[src/rtl/fifo_acq_pkg.sv]
// Shared types and default sizes for the sensor -> FIFO -> DAQ acquisition sequencer.
package fifo_acq_pkg;

    localparam int WIDTH_DEF = 10;
    localparam int CNT_W_DEF = 16;

    typedef enum logic [2:0] {
        IDLE    = 3'd0,
        FLUSH   = 3'd1,
        CAPTURE = 3'd2,
        DRAIN   = 3'd3,
        FINISH  = 3'd4
    } state_t;

endpackage

[src/rtl/fifo_acq_ctrl_if.sv]
// FIFO-side and DAQ-stream signals of the acquisition sequencer, grouped as one bus.
interface fifo_acq_ctrl_if import fifo_acq_pkg::*; #(
    parameter int WIDTH = WIDTH_DEF
);
    logic             FifoFlush;
    logic             FifoWrEnable;
    logic [WIDTH-1:0] FifoWrData;
    logic             FifoFull;
    logic             FifoEmpty;
    logic             FifoRdEnable;
    logic [WIDTH-1:0] FifoRdData;
    logic [WIDTH-1:0] TxData;
    logic             TxValid;
    logic             TxReady;

    // Tx stream: a word moves on a cycle with TxValid & TxReady; once raised, TxValid
    // and TxData hold unchanged until that cycle, and TxValid never waits on TxReady.
    modport master (
        output FifoFlush, FifoWrEnable, FifoWrData, FifoRdEnable, TxData, TxValid,
        input  FifoFull, FifoEmpty, FifoRdData, TxReady
    );

    modport slave (
        input  FifoFlush, FifoWrEnable, FifoWrData, FifoRdEnable, TxData, TxValid,
        output FifoFull, FifoEmpty, FifoRdData, TxReady
    );
endinterface

[src/rtl/fifo_rd_stage.sv]
// Drain engine: issues single outstanding FIFO reads and holds the result in the Tx register.
module fifo_rd_stage import fifo_acq_pkg::*; #(
    parameter int WIDTH = WIDTH_DEF
) (
    input  logic             clk,
    input  logic             Reset_n,
    input  logic             active,
    input  logic             clear,
    input  logic             fifo_empty,
    input  logic [WIDTH-1:0] rd_data,
    input  logic             tx_ready,
    output logic             rd_en,
    output logic [WIDTH-1:0] tx_data,
    output logic             tx_valid,
    output logic             rd_pending
);

    // Read only when the Tx register is free or being emptied this cycle.
    assign rd_en = active & ~fifo_empty & ~rd_pending & (~tx_valid | tx_ready);

    always_ff @(posedge clk) begin
        if (!Reset_n) begin
            rd_pending <= 1'b0;
            tx_data    <= '0;
            tx_valid   <= 1'b0;
        end else if (clear) begin
            rd_pending <= 1'b0;
            tx_valid   <= 1'b0;
        end else begin
            rd_pending <= rd_en;
            if (rd_pending) begin
                tx_data  <= rd_data;
                tx_valid <= 1'b1;
            end else if (tx_valid && tx_ready) begin
                tx_valid <= 1'b0;
            end
        end
    end

endmodule

[src/rtl/fifo_acq_ctrl.sv]
// Acquisition sequencer: flushes the FIFO, gates NumSamples ADC samples in, drains them to the DAQ.
module fifo_acq_ctrl import fifo_acq_pkg::*; #(
    parameter int WIDTH = WIDTH_DEF,
    parameter int CNT_W = CNT_W_DEF
) (
    input  logic             clk,
    input  logic             Reset_n,
    input  logic             Start,
    input  logic [CNT_W-1:0] NumSamples,
    input  logic [WIDTH-1:0] AdcData,
    input  logic             AdcValid,
    fifo_acq_ctrl_if.master  bus,
    output logic             Busy,
    output logic             Done,
    output logic             Overflow,
    output state_t           dbg_state
);

    state_t           state, next_state;
    logic [CNT_W-1:0] n_q, cnt_q;
    logic             ovf_q, flush_q;
    logic             rd_pending;
    logic             cap_last, drained;
    logic             wr_en, drain_active, drain_clear;

    // cnt counts the sample window, so dropped samples advance it too.
    assign cap_last = AdcValid && (cnt_q == n_q - CNT_W'(1));
    assign drained  = bus.FifoEmpty && !rd_pending && !bus.TxValid;

    always_ff @(posedge clk) begin
        if (!Reset_n) state <= IDLE;
        else          state <= next_state;
    end

    always_comb begin
        next_state = state;
        case (state)
            IDLE:    if (Start) next_state = FLUSH;
            FLUSH:   next_state = (n_q != '0) ? CAPTURE : FINISH;
            CAPTURE: if (cap_last) next_state = DRAIN;
            DRAIN:   if (drained) next_state = FINISH;
            FINISH:  next_state = IDLE;
            default: next_state = IDLE;
        endcase
    end

    always_comb begin
        Busy         = 1'b0;
        Done         = 1'b0;
        wr_en        = 1'b0;
        drain_active = 1'b0;
        drain_clear  = 1'b0;
        case (state)
            FLUSH: begin
                Busy        = 1'b1;
                drain_clear = 1'b1;
            end
            CAPTURE: begin
                Busy         = 1'b1;
                wr_en        = AdcValid & ~bus.FifoFull;
                drain_active = 1'b1;
            end
            DRAIN: begin
                Busy         = 1'b1;
                drain_active = 1'b1;
            end
            FINISH:  Done = 1'b1;
            default: ;
        endcase
    end

    // FifoFlush is registered so the FIFO sees a glitch-free clear, high through reset.
    always_ff @(posedge clk) begin
        if (!Reset_n) begin
            n_q     <= '0;
            cnt_q   <= '0;
            ovf_q   <= 1'b0;
            flush_q <= 1'b1;
        end else begin
            flush_q <= (next_state == FLUSH);
            if (state == IDLE && Start) begin
                n_q   <= NumSamples;
                cnt_q <= '0;
                ovf_q <= 1'b0;
            end else if (state == CAPTURE && AdcValid) begin
                cnt_q <= cnt_q + CNT_W'(1);
                if (bus.FifoFull) ovf_q <= 1'b1;
            end
        end
    end

    assign bus.FifoFlush    = flush_q;
    assign bus.FifoWrEnable = wr_en;
    assign bus.FifoWrData   = AdcData;
    assign Overflow         = ovf_q;
    assign dbg_state        = state;

    fifo_rd_stage #(.WIDTH(WIDTH)) u_rd_stage (
        .clk        (clk),
        .Reset_n    (Reset_n),
        .active     (drain_active),
        .clear      (drain_clear),
        .fifo_empty (bus.FifoEmpty),
        .rd_data    (bus.FifoRdData),
        .tx_ready   (bus.TxReady),
        .rd_en      (bus.FifoRdEnable),
        .tx_data    (bus.TxData),
        .tx_valid   (bus.TxValid),
        .rd_pending (rd_pending)
    );

endmodule
[src/flat_wrapper.sv]
// flat-port wrapper written by rule: the top's interface ports become plain ports
module fifo_acq_ctrl_flat import fifo_acq_pkg::*;
#(
    parameter int WIDTH = WIDTH_DEF,
    parameter int CNT_W = CNT_W_DEF
)
  (clk, Reset_n, Start, NumSamples, AdcData, AdcValid, Busy, Done, Overflow, dbg_state, bus_FifoFlush, bus_FifoWrEnable, bus_FifoWrData, bus_FifoRdEnable, bus_TxData, bus_TxValid, bus_FifoFull, bus_FifoEmpty, bus_FifoRdData, bus_TxReady);
  fifo_acq_ctrl_if #(.WIDTH(WIDTH)) bus_i ();
  input  logic clk;
  input  logic Reset_n;
  input  logic Start;
  input  logic [CNT_W-1:0] NumSamples;
  input  logic [WIDTH-1:0] AdcData;
  input  logic AdcValid;
  output logic Busy;
  output logic Done;
  output logic Overflow;
  output state_t dbg_state;
  output wire logic [$bits(bus_i.FifoFlush)-1:0] bus_FifoFlush;
  output wire logic [$bits(bus_i.FifoWrEnable)-1:0] bus_FifoWrEnable;
  output wire logic [$bits(bus_i.FifoWrData)-1:0] bus_FifoWrData;
  output wire logic [$bits(bus_i.FifoRdEnable)-1:0] bus_FifoRdEnable;
  output wire logic [$bits(bus_i.TxData)-1:0] bus_TxData;
  output wire logic [$bits(bus_i.TxValid)-1:0] bus_TxValid;
  input wire logic [$bits(bus_i.FifoFull)-1:0] bus_FifoFull;
  input wire logic [$bits(bus_i.FifoEmpty)-1:0] bus_FifoEmpty;
  input wire logic [$bits(bus_i.FifoRdData)-1:0] bus_FifoRdData;
  input wire logic [$bits(bus_i.TxReady)-1:0] bus_TxReady;
  assign bus_FifoFlush = bus_i.FifoFlush;
  assign bus_FifoWrEnable = bus_i.FifoWrEnable;
  assign bus_FifoWrData = bus_i.FifoWrData;
  assign bus_FifoRdEnable = bus_i.FifoRdEnable;
  assign bus_TxData = bus_i.TxData;
  assign bus_TxValid = bus_i.TxValid;
  assign bus_i.FifoFull = bus_FifoFull;
  assign bus_i.FifoEmpty = bus_FifoEmpty;
  assign bus_i.FifoRdData = bus_FifoRdData;
  assign bus_i.TxReady = bus_TxReady;
  fifo_acq_ctrl #(.WIDTH(WIDTH), .CNT_W(CNT_W)) u_core (.clk(clk), .Reset_n(Reset_n), .Start(Start), .NumSamples(NumSamples), .AdcData(AdcData), .AdcValid(AdcValid), .bus(bus_i), .Busy(Busy), .Done(Done), .Overflow(Overflow), .dbg_state(dbg_state));
endmodule
[config.mk]
export PLATFORM = sky130hd
export DESIGN_NAME = fifo_acq_ctrl_flat
export DESIGN_NICKNAME = d
export VERILOG_FILES = /design/src/rtl/fifo_acq_pkg.sv /design/src/rtl/fifo_acq_ctrl_if.sv /design/src/rtl/fifo_rd_stage.sv /design/src/rtl/fifo_acq_ctrl.sv /design/src/flat_wrapper.sv
export SDC_FILE = /design/constraint.sdc
export NUM_CORES = 1
export LEC_CHECK = 0
export ABC_AREA = 1
export CAP_MARGIN = 40
export CORE_MARGIN = 2
export CORE_UTILIZATION = 44
export CTS_CLUSTER_DIAMETER = 100
export DETAILED_ROUTE_END_ITERATION = 10
export PLACE_DENSITY = 0.88
export SLEW_MARGIN = 20
export SYNTH_ARGS = -nofsm -noshare
export SYNTH_HDL_FRONTEND = slang
export SYNTH_SLANG_ARGS = --single-unit
[constraint.sdc]
create_clock -name clk -period 1.4 [get_ports clk]
set_input_delay 0.28 -clock clk [delete_from_list [all_inputs] [get_ports clk]]
set_output_delay 0.28 -clock clk [all_outputs]
set_load 0.02 [all_outputs]
==> impl_metrics.ini <==
[synthesis]
synth_edf_count = 0
avgSynthCellArea_sq_um = 6.90
syn_area_sq_um = 2660
async_flop_share = 0
ys_warn_count = 0
synthTopCellsByArea = dfxtp_1 (37%), nand2_1 (8.7%), nor2_1 (8.2%)
synth_nets = 431
synthCells = 386
synth_most_common_cell = nand2_1
synth_cell_types = 34
synth_seq_area_share = 0.368
synth-seq-cells = 49
synth_top_area_cell = dfxtp_1
synth_common_cells = nand2_1 (62), nor2_1 (58), inv_1 (50)
synthFlopType = dfxtp_1
synth_top_area_share = 0.368

[global_routing]
top_usage_layer = met2
grtUsageMet1 = 0.243
gr-usage-met3 = 0.0538
grt_pass1_vias = 2673
grt_pass1_wl_um = 11500
grt_use_met2 = 0.421
grt-ovfl-total = 0
grt_max_degree = 34
antenna_found_initial = 0
track_usage = 0.224

[cts]
cts_buffer_depth = 2
cts-root-buf = clkbuf_8
h-tree-depth = 2
cts_num_sinks = 49
clk_latency_ns = 0.31
clk_transition_reported_paths_ns = 0.09
cts_tree = done
cts_buffers = 5
postCtsHoldBufs = 0

[die]
rows = 28
die_h_um = 81.8
dieArea_sq_um = 6690
die_x_um = 81.8
io_pins = 73
initial_utilization = 0.453
core_area_sq_um = 5890

[critical_path]
path_max_fanout = 3
cp_data_arrival_time_ns = 1.89
critPathBufInv = 1
end_kind = flip-flop
crit_path_start = u_core.n_q[0]
crit_slowest_cell = dfxtp_2
r2r_start = u_core.n_q[0]
worst_path_most_repeated_cell = nand2_1
cp.depth = 10
r2r.worst_path.cells = 10
critPathMaxStageDelay_ns = 0.34
crit_type = flip-flop to flip-flop
required_ns = 1.63
cp_cell_sequence = inv_2, ha_4, nand2_4, nor3_4, nand3_2, nand3_1, nand2_1, nor2_1, nand2_1, a21oi_1
cp_top_family = simple AND/OR/NAND/NOR gates
critPathLaunchType = flip-flop

[power_and_ir_drop]
powerDensity_nw_per_um2 = 940
power.leakage_nw = 1.79
ir_worst_vdd_uv = 772

[finish]
nNetsFinal = 534
final_cells = 565
antenna_cells = 0
finalCoreUtilization = 0.680
drive_above_1_share = 0.296
area.growth.synth_to_final_pct = 50.4
final_area_sq_um = 4010

[route]
drtIter0Drc = 205
routedWlPerCell_um = 14.9
via_count = 2970
wirelength_um = 8420
vias_per_cell = 5.26
drcViolationCount = 0
ant_nets = 0
drtPass1Iterations = 5

[timing]
rsz0062_at_grt = yes
maxSlewViolCount = 0
worstMarginPinSlew_ns = 0.521
finalCriticalPeriod_ns = 1.66
max_freq_mhz = 604
layout_setup_ws_ns = -0.256
holdWs_ns = 0.364
final-hold-violation-count = 0
fin_skew_ns = 0.00691
fin_crit_sh = 1.18
max_slew_margin = 0.650
setup_violations = 20

[placement]
dpl.hpwl_um = 5230
portBuffers = 52
place_inst = 539
placed_area_sq_um = 3550
gp_congestion = 0.868

[flow_run]
cap_viol_max_count = 0

[min_path]
hold_class = input pin to flip-flop
hp-start = bus_TxReady
hold_path_depth = 5

[status]
outcome = complete, but fails checks
violations = setup timing
==> worst min-delay path, stage by stage <==
cell and delay, ns:
dlymetal6s2s_1 0.12, inv_1 0.07, a21oi_2 0.06, inv_1 0.07, nor3_1 0.04
==> what timing repair did <==
action,4_1_cts,5_1_grt
endpoints found under the setup margin,33,43
pin swaps,15,18
setup buffers,7,10
gates resized for setup,74,44
cloned,0,1
endpoints found under the hold margin,0,0
==> registers in the layout, indices dropped and copies added, names as in the netlist <==
signal and flops:
u_core.Overflow 1, u_core.u_rd_stage.rd_pending 1, u_core.bus.FifoFlush 1, u_core.n_q 16
u_core.dbg_state 3, u_core.u_rd_stage.tx_data 10, u_core.cnt_q 16, u_core.u_rd_stage.tx_valid 1
==> path summary, 6_finish.rpt <==
kind / endpoint / slack, ns
setup / recovery: u_core.dbg_state[0] / -0.26
hold / removal: u_core.u_rd_stage.rd_pending / 0.36
setup reg to reg: u_core.dbg_state[0] / -0.26
hold reg to reg: u_core.Overflow / 0.47
==> power breakdown <==
group          internal, mW  switching (mW)  total, mW
logic                 0.490           0.578       1.07
registers              1.47          0.0814       1.55
clock network         0.639           0.510       1.15
==> layout make-up <==
| type | instances | area [sq um] |
|---|---|---|
| Fill cell | 431 | 1880 |
| Multi-Input combinational cell | 266 | 1570 |
| Sequential cell | 49 | 1010 |
| Timing Repair Buffer | 114 | 1000 |
| Inverter | 53 | 210 |
| Clock buffer | 6 | 93.8 |
| Tap cell | 75 | 93.8 |
| Clock inverter | 2 | 35.0 |
==> logic make-up (layout without fill, tap and decap cells) <==
| family | after synthesis | after routing | share of synthesized area |
|---|---|---|---|
| and+or+nand+nor | 171 | 171 | 0.308 |
| AOI/OAI and AO/OA | 76 | 76 | 0.144 |
| buffers and inverters | 71 | 175 | 0.115 |
| DFF | 49 | 49 | 0.368 |
| xor gates and xnor gates | 17 | 17 | 0.0559 |
| adders and majority gates | 2 | 2 | 0.00939 |
==> per-layer routing <==
| metal | routed length, um | vias up |
|---|---|---|
| met5 | 0 | - |
| met4 | 358 | 0 |
| met3 | 464 | 33 |
| met2 | 4390 | 111 |
| met1 | 3210 | 1396 |
| li1 | - | 1430 |
==> layout by cell type, fill, tap and decap left out, types with 6 or more instances in the layout <==
cell type,netlist,final
nor2_4,3,10
inv_1,50,45
buf_6,0,11
dfxtp_2,0,11
nand2_1,62,58
o21ai_2,0,6
nor2_1,58,47
buf_4,10,52
dlygate4sd2_1,0,13
nand3_1,20,16
o21ai_0,36,29
nor2_2,3,7
a21oi_1,37,36
dfxtp_1,49,35
clkdlybuf4s50_1,0,30
xor2_1,11,10
xnor2_1,6,6
==> stage by stage <==
stage	worst slack [ns]	total power [mW]	setup TNS, ns
2_1_floorplan	-0.0528	2.11	-0.0551
3_3_place_gp	-0.547	2.42	-7.35
3_5_place_dp	-0.580	2.45	-8.63
4_1_cts	-0.175	3.64	-0.874
5_1_grt	-0.408	3.91	-3.13
6_report	-0.256	3.76	-1.58
Power figures use the tool's default switching activity.
